**src/rtl/sha256_nonce_scheduler.sv**
```systemverilog
// Nonce-search sequencer for one sha256_duct: builds {header, nonce}, runs the duct,
// reads back its zero flag and stops on hit, range end, watchdog expiry or abort.
module sha256_nonce_scheduler #(
    parameter int READ_CYC = 2,
    parameter int TIMEOUT  = 255
) (
    input  logic         inclk,
    input  logic         reset,
    input  logic         start,
    input  logic         abort,
    input  logic [479:0] header,
    input  logic [31:0]  nonce_first,
    input  logic [31:0]  nonce_last,
    output logic [511:0] block_n,
    output logic         duct_reset_n,
    output logic         readout,
    input  logic         ask,
    input  logic         result,
    output logic         busy,
    output logic         done,
    output logic         found,
    output logic         timeout,
    output logic [31:0]  found_nonce,
    output logic [31:0]  tries
);

    typedef enum logic [2:0] {
        ST_IDLE  = 3'd0,
        ST_LOAD  = 3'd1,
        ST_RUN   = 3'd2,
        ST_READ  = 3'd3,
        ST_CHECK = 3'd4
    } state_t;

    localparam logic [15:0] TIMEOUT_W = 16'(TIMEOUT);
    localparam logic [3:0]  RD_LAST   = 4'(READ_CYC - 1);

    state_t         state_q, state_d;
    logic [479:0]   header_q, header_d;
    logic [31:0]    nonce_q, nonce_d;
    logic [31:0]    last_q, last_d;
    logic [15:0]    wd_q, wd_d;
    logic           ask_dly_q, ask_dly_d;
    logic [3:0]     rd_q, rd_d;
    logic           done_q, done_d;
    logic           found_q, found_d;
    logic           timeout_q, timeout_d;
    logic [31:0]    found_nonce_q, found_nonce_d;
    logic [31:0]    tries_q, tries_d;
    logic           duct_rn_q, duct_rn_d;
    logic           readout_q, readout_d;
    logic           busy_q, busy_d;

    // Next-state, datapath and registered-output computation
    always_comb begin
        state_d       = state_q;
        header_d      = header_q;
        nonce_d       = nonce_q;
        last_d        = last_q;
        wd_d          = wd_q;
        ask_dly_d     = ask;
        rd_d          = rd_q;
        done_d        = 1'b0;
        found_d       = found_q;
        timeout_d     = timeout_q;
        found_nonce_d = found_nonce_q;
        tries_d       = tries_q;

        case (state_q)
            ST_IDLE: begin
                if (start) begin
                    header_d      = header;
                    nonce_d       = nonce_first;
                    last_d        = nonce_last;
                    found_d       = 1'b0;
                    timeout_d     = 1'b0;
                    found_nonce_d = 32'd0;
                    tries_d       = 32'd0;
                    state_d       = ST_LOAD;
                end else begin
                    state_d = ST_IDLE;
                end
            end
            ST_LOAD: begin
                wd_d      = 16'd0;
                ask_dly_d = 1'b0;
                state_d   = ST_RUN;
            end
            ST_RUN: begin
                // A completing digest beats a simultaneous watchdog expiry
                if (ask && !ask_dly_q) begin
                    rd_d    = 4'd0;
                    state_d = ST_READ;
                end else if (wd_q == TIMEOUT_W) begin
                    timeout_d = 1'b1;
                    done_d    = 1'b1;
                    state_d   = ST_IDLE;
                end else begin
                    wd_d = wd_q + 16'd1;
                end
            end
            ST_READ: begin
                if (rd_q == RD_LAST) begin
                    state_d = ST_CHECK;
                end else begin
                    rd_d = rd_q + 4'd1;
                end
            end
            ST_CHECK: begin
                tries_d = tries_q + 32'd1;
                if (!result) begin
                    found_nonce_d = nonce_q;
                    found_d       = 1'b1;
                    done_d        = 1'b1;
                    state_d       = ST_IDLE;
                end else if (nonce_q == last_q) begin
                    done_d  = 1'b1;
                    state_d = ST_IDLE;
                end else begin
                    nonce_d = nonce_q + 32'd1;
                    state_d = ST_LOAD;
                end
            end
            default: begin
                state_d = ST_IDLE;
            end
        endcase

        // Abort discards whatever the state logic decided this cycle
        if (abort) begin
            state_d       = ST_IDLE;
            header_d      = header_q;
            nonce_d       = nonce_q;
            last_d        = last_q;
            done_d        = 1'b0;
            found_d       = found_q;
            timeout_d     = timeout_q;
            found_nonce_d = found_nonce_q;
            tries_d       = tries_q;
        end else begin
            done_d = done_d;
        end

        busy_d    = (state_d != ST_IDLE);
        duct_rn_d = (state_d == ST_RUN) || (state_d == ST_READ) || (state_d == ST_CHECK);
        readout_d = (state_d == ST_READ) || (state_d == ST_CHECK);
    end

    // State and output registers with synchronous reset
    always_ff @(posedge inclk) begin
        if (reset) begin
            state_q       <= ST_IDLE;
            header_q      <= 480'd0;
            nonce_q       <= 32'd0;
            last_q        <= 32'd0;
            wd_q          <= 16'd0;
            ask_dly_q     <= 1'b0;
            rd_q          <= 4'd0;
            done_q        <= 1'b0;
            found_q       <= 1'b0;
            timeout_q     <= 1'b0;
            found_nonce_q <= 32'd0;
            tries_q       <= 32'd0;
            duct_rn_q     <= 1'b0;
            readout_q     <= 1'b0;
            busy_q        <= 1'b0;
        end else begin
            state_q       <= state_d;
            header_q      <= header_d;
            nonce_q       <= nonce_d;
            last_q        <= last_d;
            wd_q          <= wd_d;
            ask_dly_q     <= ask_dly_d;
            rd_q          <= rd_d;
            done_q        <= done_d;
            found_q       <= found_d;
            timeout_q     <= timeout_d;
            found_nonce_q <= found_nonce_d;
            tries_q       <= tries_d;
            duct_rn_q     <= duct_rn_d;
            readout_q     <= readout_d;
            busy_q        <= busy_d;
        end
    end

    assign block_n      = {header_q, nonce_q};
    assign duct_reset_n = duct_rn_q;
    assign readout      = readout_q;
    assign busy         = busy_q;
    assign done         = done_q;
    assign found        = found_q;
    assign timeout      = timeout_q;
    assign found_nonce  = found_nonce_q;
    assign tries        = tries_q;

endmodule

```
**config.mk**
```make
export PLATFORM = sky130hd
export DESIGN_NAME = sha256_nonce_scheduler
export DESIGN_NICKNAME = d
export VERILOG_FILES = /design/src/rtl/sha256_nonce_scheduler.sv
export SDC_FILE = /design/constraint.sdc
export NUM_CORES = 1
export LEC_CHECK = 0
export BUFFER_PORTS_ARGS = -buffer_cell sky130_fd_sc_hd__buf_2
export CAP_MARGIN = 15
export CORE_AREA = 3 3 445 447
export CTS_CLUSTER_SIZE = 25
export DETAILED_ROUTE_END_ITERATION = 10
export DIE_AREA = 0 0 448 450
export PLACE_DENSITY = 0.34
export SETUP_SLACK_MARGIN = 0.3
export SLEW_MARGIN = 15
export SYNTH_ARGS = -nofsm -noshare
export SYNTH_HDL_FRONTEND = slang
export SYNTH_SLANG_ARGS = --single-unit
```
**constraint.sdc**
```tcl
create_clock -name inclk -period 4.67 [get_ports inclk]
set_input_delay 0.934 -clock inclk [delete_from_list [all_inputs] [get_ports inclk]]
set_output_delay 0.934 -clock inclk [all_outputs]
set_load 0.05 [all_outputs]
```
==> results.toml <==
[logic_synthesis]
netlist_area_um2 = 23770
syn_inst = 3010
synth_seq_cells = 638
avgSynthCellArea_um2 = 7.896
ys_types = 70
syn_nets = 3565
synth_ff_type = "dfxtp_1"
synth_edf_count = 0
yosysWarnings = 0
ys_seq_area_share_pct = 53.74
ys_async_sr_fraction_pct = 0

[clock_tree]
cts_tree = "done"
cts_root_buf = "clkbuf_16"
cts-buffers-inserted = 88
clockBufferDepth = 3
worst_skew_pair.late_latency_ns = 0.70
cts.clk_slew.worst_paths_ns = 0.06
cts_resized = 0
cts_setup_buffers = 0
cts.sinks = 638
cts_max_level = 3
hold_buffers = 0

[setup_path]
cp.required_ns = 5.26
cp-end-kind = "register"
critPathArrivalTime_ns = 3.44
rr_worst_depth = 8
critPathKind = "register to register"
cp_max_fo = 20
worstSetupStartpointType = "register"

[final_layout]
layout-drive-gt1-share_pct = 32.51
mostFrequentLayoutCell = "buf_2"
final_cell_mix = "buf_2 (1130), nand2_1 (1117), dfxtp_1 (638)"
nNetsFinal = 4606
syn_to_final_growth_pct = 48.51
post-route-cell-area_um2 = 35300

[die]
core_um2 = 194600
ioPinCount = 1132
die_w_um = 448
die-area_um2 = 201600
chipHeight_um = 450
std_cell_rows = 162
initial_core_util_pct = 12.21

[route]
via_per_inst = 3.770
detail_route.iter0.violations = 1648
postRouteAntennaNets = 0
first_pass_iters = 5
drt-total-wl_mm = 148.1
remaining_drc_errors = 0
dr_total_vias = 25220
wl_per_cell_um = 22.14

[global_route]
grt_pass1_wl_mm = 199.2
grt_overflow = 0
grt_antenna_before_repair = 99
grt_max_degree = 158
grt_pass1_vias = 24030
track_usage_pct = 14.02

[power]
p_int_mw = 10.26
p_leak_nw = 14.87
clkPwrFrac_pct = 46.0
p_per_area_nw_per_um2 = 423.1
p_comb_share_pct = 14.7
netSwitchingFraction_pct = 31.30
vdd_ir_drop_max_mv = 0.2502
p_switching_mw = 4.674
seq_power_share_pct = 39.3

[place]
place_congestion = 0.9415
postPlaceCellArea_um2 = 32300
port_buffers = 1131
dp_hpwl_mm = 115.5

[status]
status = "finished, final reports clean"

[timing]
tns_ns = 0
hold_viol_final = 0
worstMarginPinSlew_ns = 1.090
max_freq_mhz = 351.0
setup_violations = 0
rsz0062_at_grt = "no"
slew_headroom_pct = 27.19
post-route-min-period_ns = 2.849
finClkSkew_ns = 0.03589
timing.final.crit_share_pct = 61.00
drv_slew = 0

[worst_hold_path]
holdPathStages = 2
min_path_type = "register to register"

[run]
maxCapViolations = 0
-- final timing paths --
kind	from	endpoint	slack (ns)
worst max-delay path	nonce_q[28]	nonce_q[21]	1.82
worst min-delay path	header_q[306]	header_q[306]	0.45
worst max register to register	nonce_q[28]	nonce_q[21]	1.82
worst min register to register	header_q[306]	header_q[306]	0.45
-- power groups by stage --
stage                     Clock (mW)  Combinational [mW]  Sequential (mW)
after floorplan                    0               0.571             6.69
after global placement             0                2.22             5.98
after detailed placement           0                2.22             5.99
after CTS                       7.18                2.23             5.87
after global routing            7.37                2.33             5.90
final                           6.87                2.19             5.87
-- registers in the layout, summed over array words and instances (netlist names) --
name and flops:
last_q 32, wd_q 16, header_q 480, found 1, readout 1, found_nonce 32, done 1, duct_reset_n 1
nonce_q 32, tries 32, timeout 1, state_q 3, rd_q 4, busy 1, ask_dly_q 1
-- critical path, stage by stage, from the launching register on --
cell and delay (ns):
dfxtp_1 0.65, xnor2_1 0.18, nand4_1 0.28, nor4_1 0.36, buf_4 0.19, a21o_1 0.12, buf_4 0.26, nand2_1 0.30
o221a_2 0.37
-- layer usage --
metal  wire length (um)  vias to the layer above  global-route usage (%)
met4               4443                       46                   4.872
met5                272                        -                       0
met3              11350                      285                   4.425
met1              61010                    11930                   17.16
li1                   -                    12090                       -
met2              71060                      874                   23.04
-- through the flow --
step	instances	hold WS [ns]	total power, mW	util [%]	worst slack, ns
3_3_place_gp	6503	0.4380	8.205	16.60	1.618
6_report	6690	0.4473	14.93	18.14	1.821
3_5_place_dp	6503	0.4417	8.208	16.60	1.588
4_1_cts	6658	0.3452	15.27	18.10	1.730
2_1_floorplan	3010	0.4488	7.257	-	1.978
5_1_grt	6681	0.3774	15.60	18.13	1.664
-- logic make-up (layout without fill, tap and decap cells) --
logic type | count (synthesis) | in the layout | synth area share, %
other | 0 | 32 | 0
flip-flops | 638 | 638 | 53.74
adder cells (fa/ha/maj) | 5 | 5 | 0.2632
multiplexers | 3 | 3 | 0.1264
AND/OR/NAND/NOR | 1379 | 1379 | 23.63
XOR/XNOR | 73 | 73 | 2.690
buffers and inverters | 238 | 1344 | 3.954
AO/OA/AOI/OAI | 674 | 674 | 15.59
-- layout make-up --
type                    count  area [um^2]
diodes                     32        80.08
multi-input cells        2134        10100
repair buffers           1176         6196
fillers                 22340       159300
flip-flops and latches    638        12770
clock buffers             129         2597
inverters                  13        48.80
clock inverters            26        316.6
well taps                2542         3181
-- synthesized netlist by cell type, drive strengths merged, types with 8 or more instances --
master      n  share of area, %
a2111oi    10              0.39
a21o        9              0.28
a21oi     576                12
and2        9              0.24
and3       19              0.50
and4       10              0.37
buf        37              0.77
clkbuf    188               3.0
dfxtp     638                54
inv        13              0.21
nand2    1117                18
nand3      67               1.5
nand4      27              0.71
nor2       78               1.2
nor3       21              0.44
nor4       10              0.33
o21ai      13              0.27
o31ai       8              0.25
xnor2      52               1.9
xor2       21              0.77
Power figures use the tool's default switching activity.
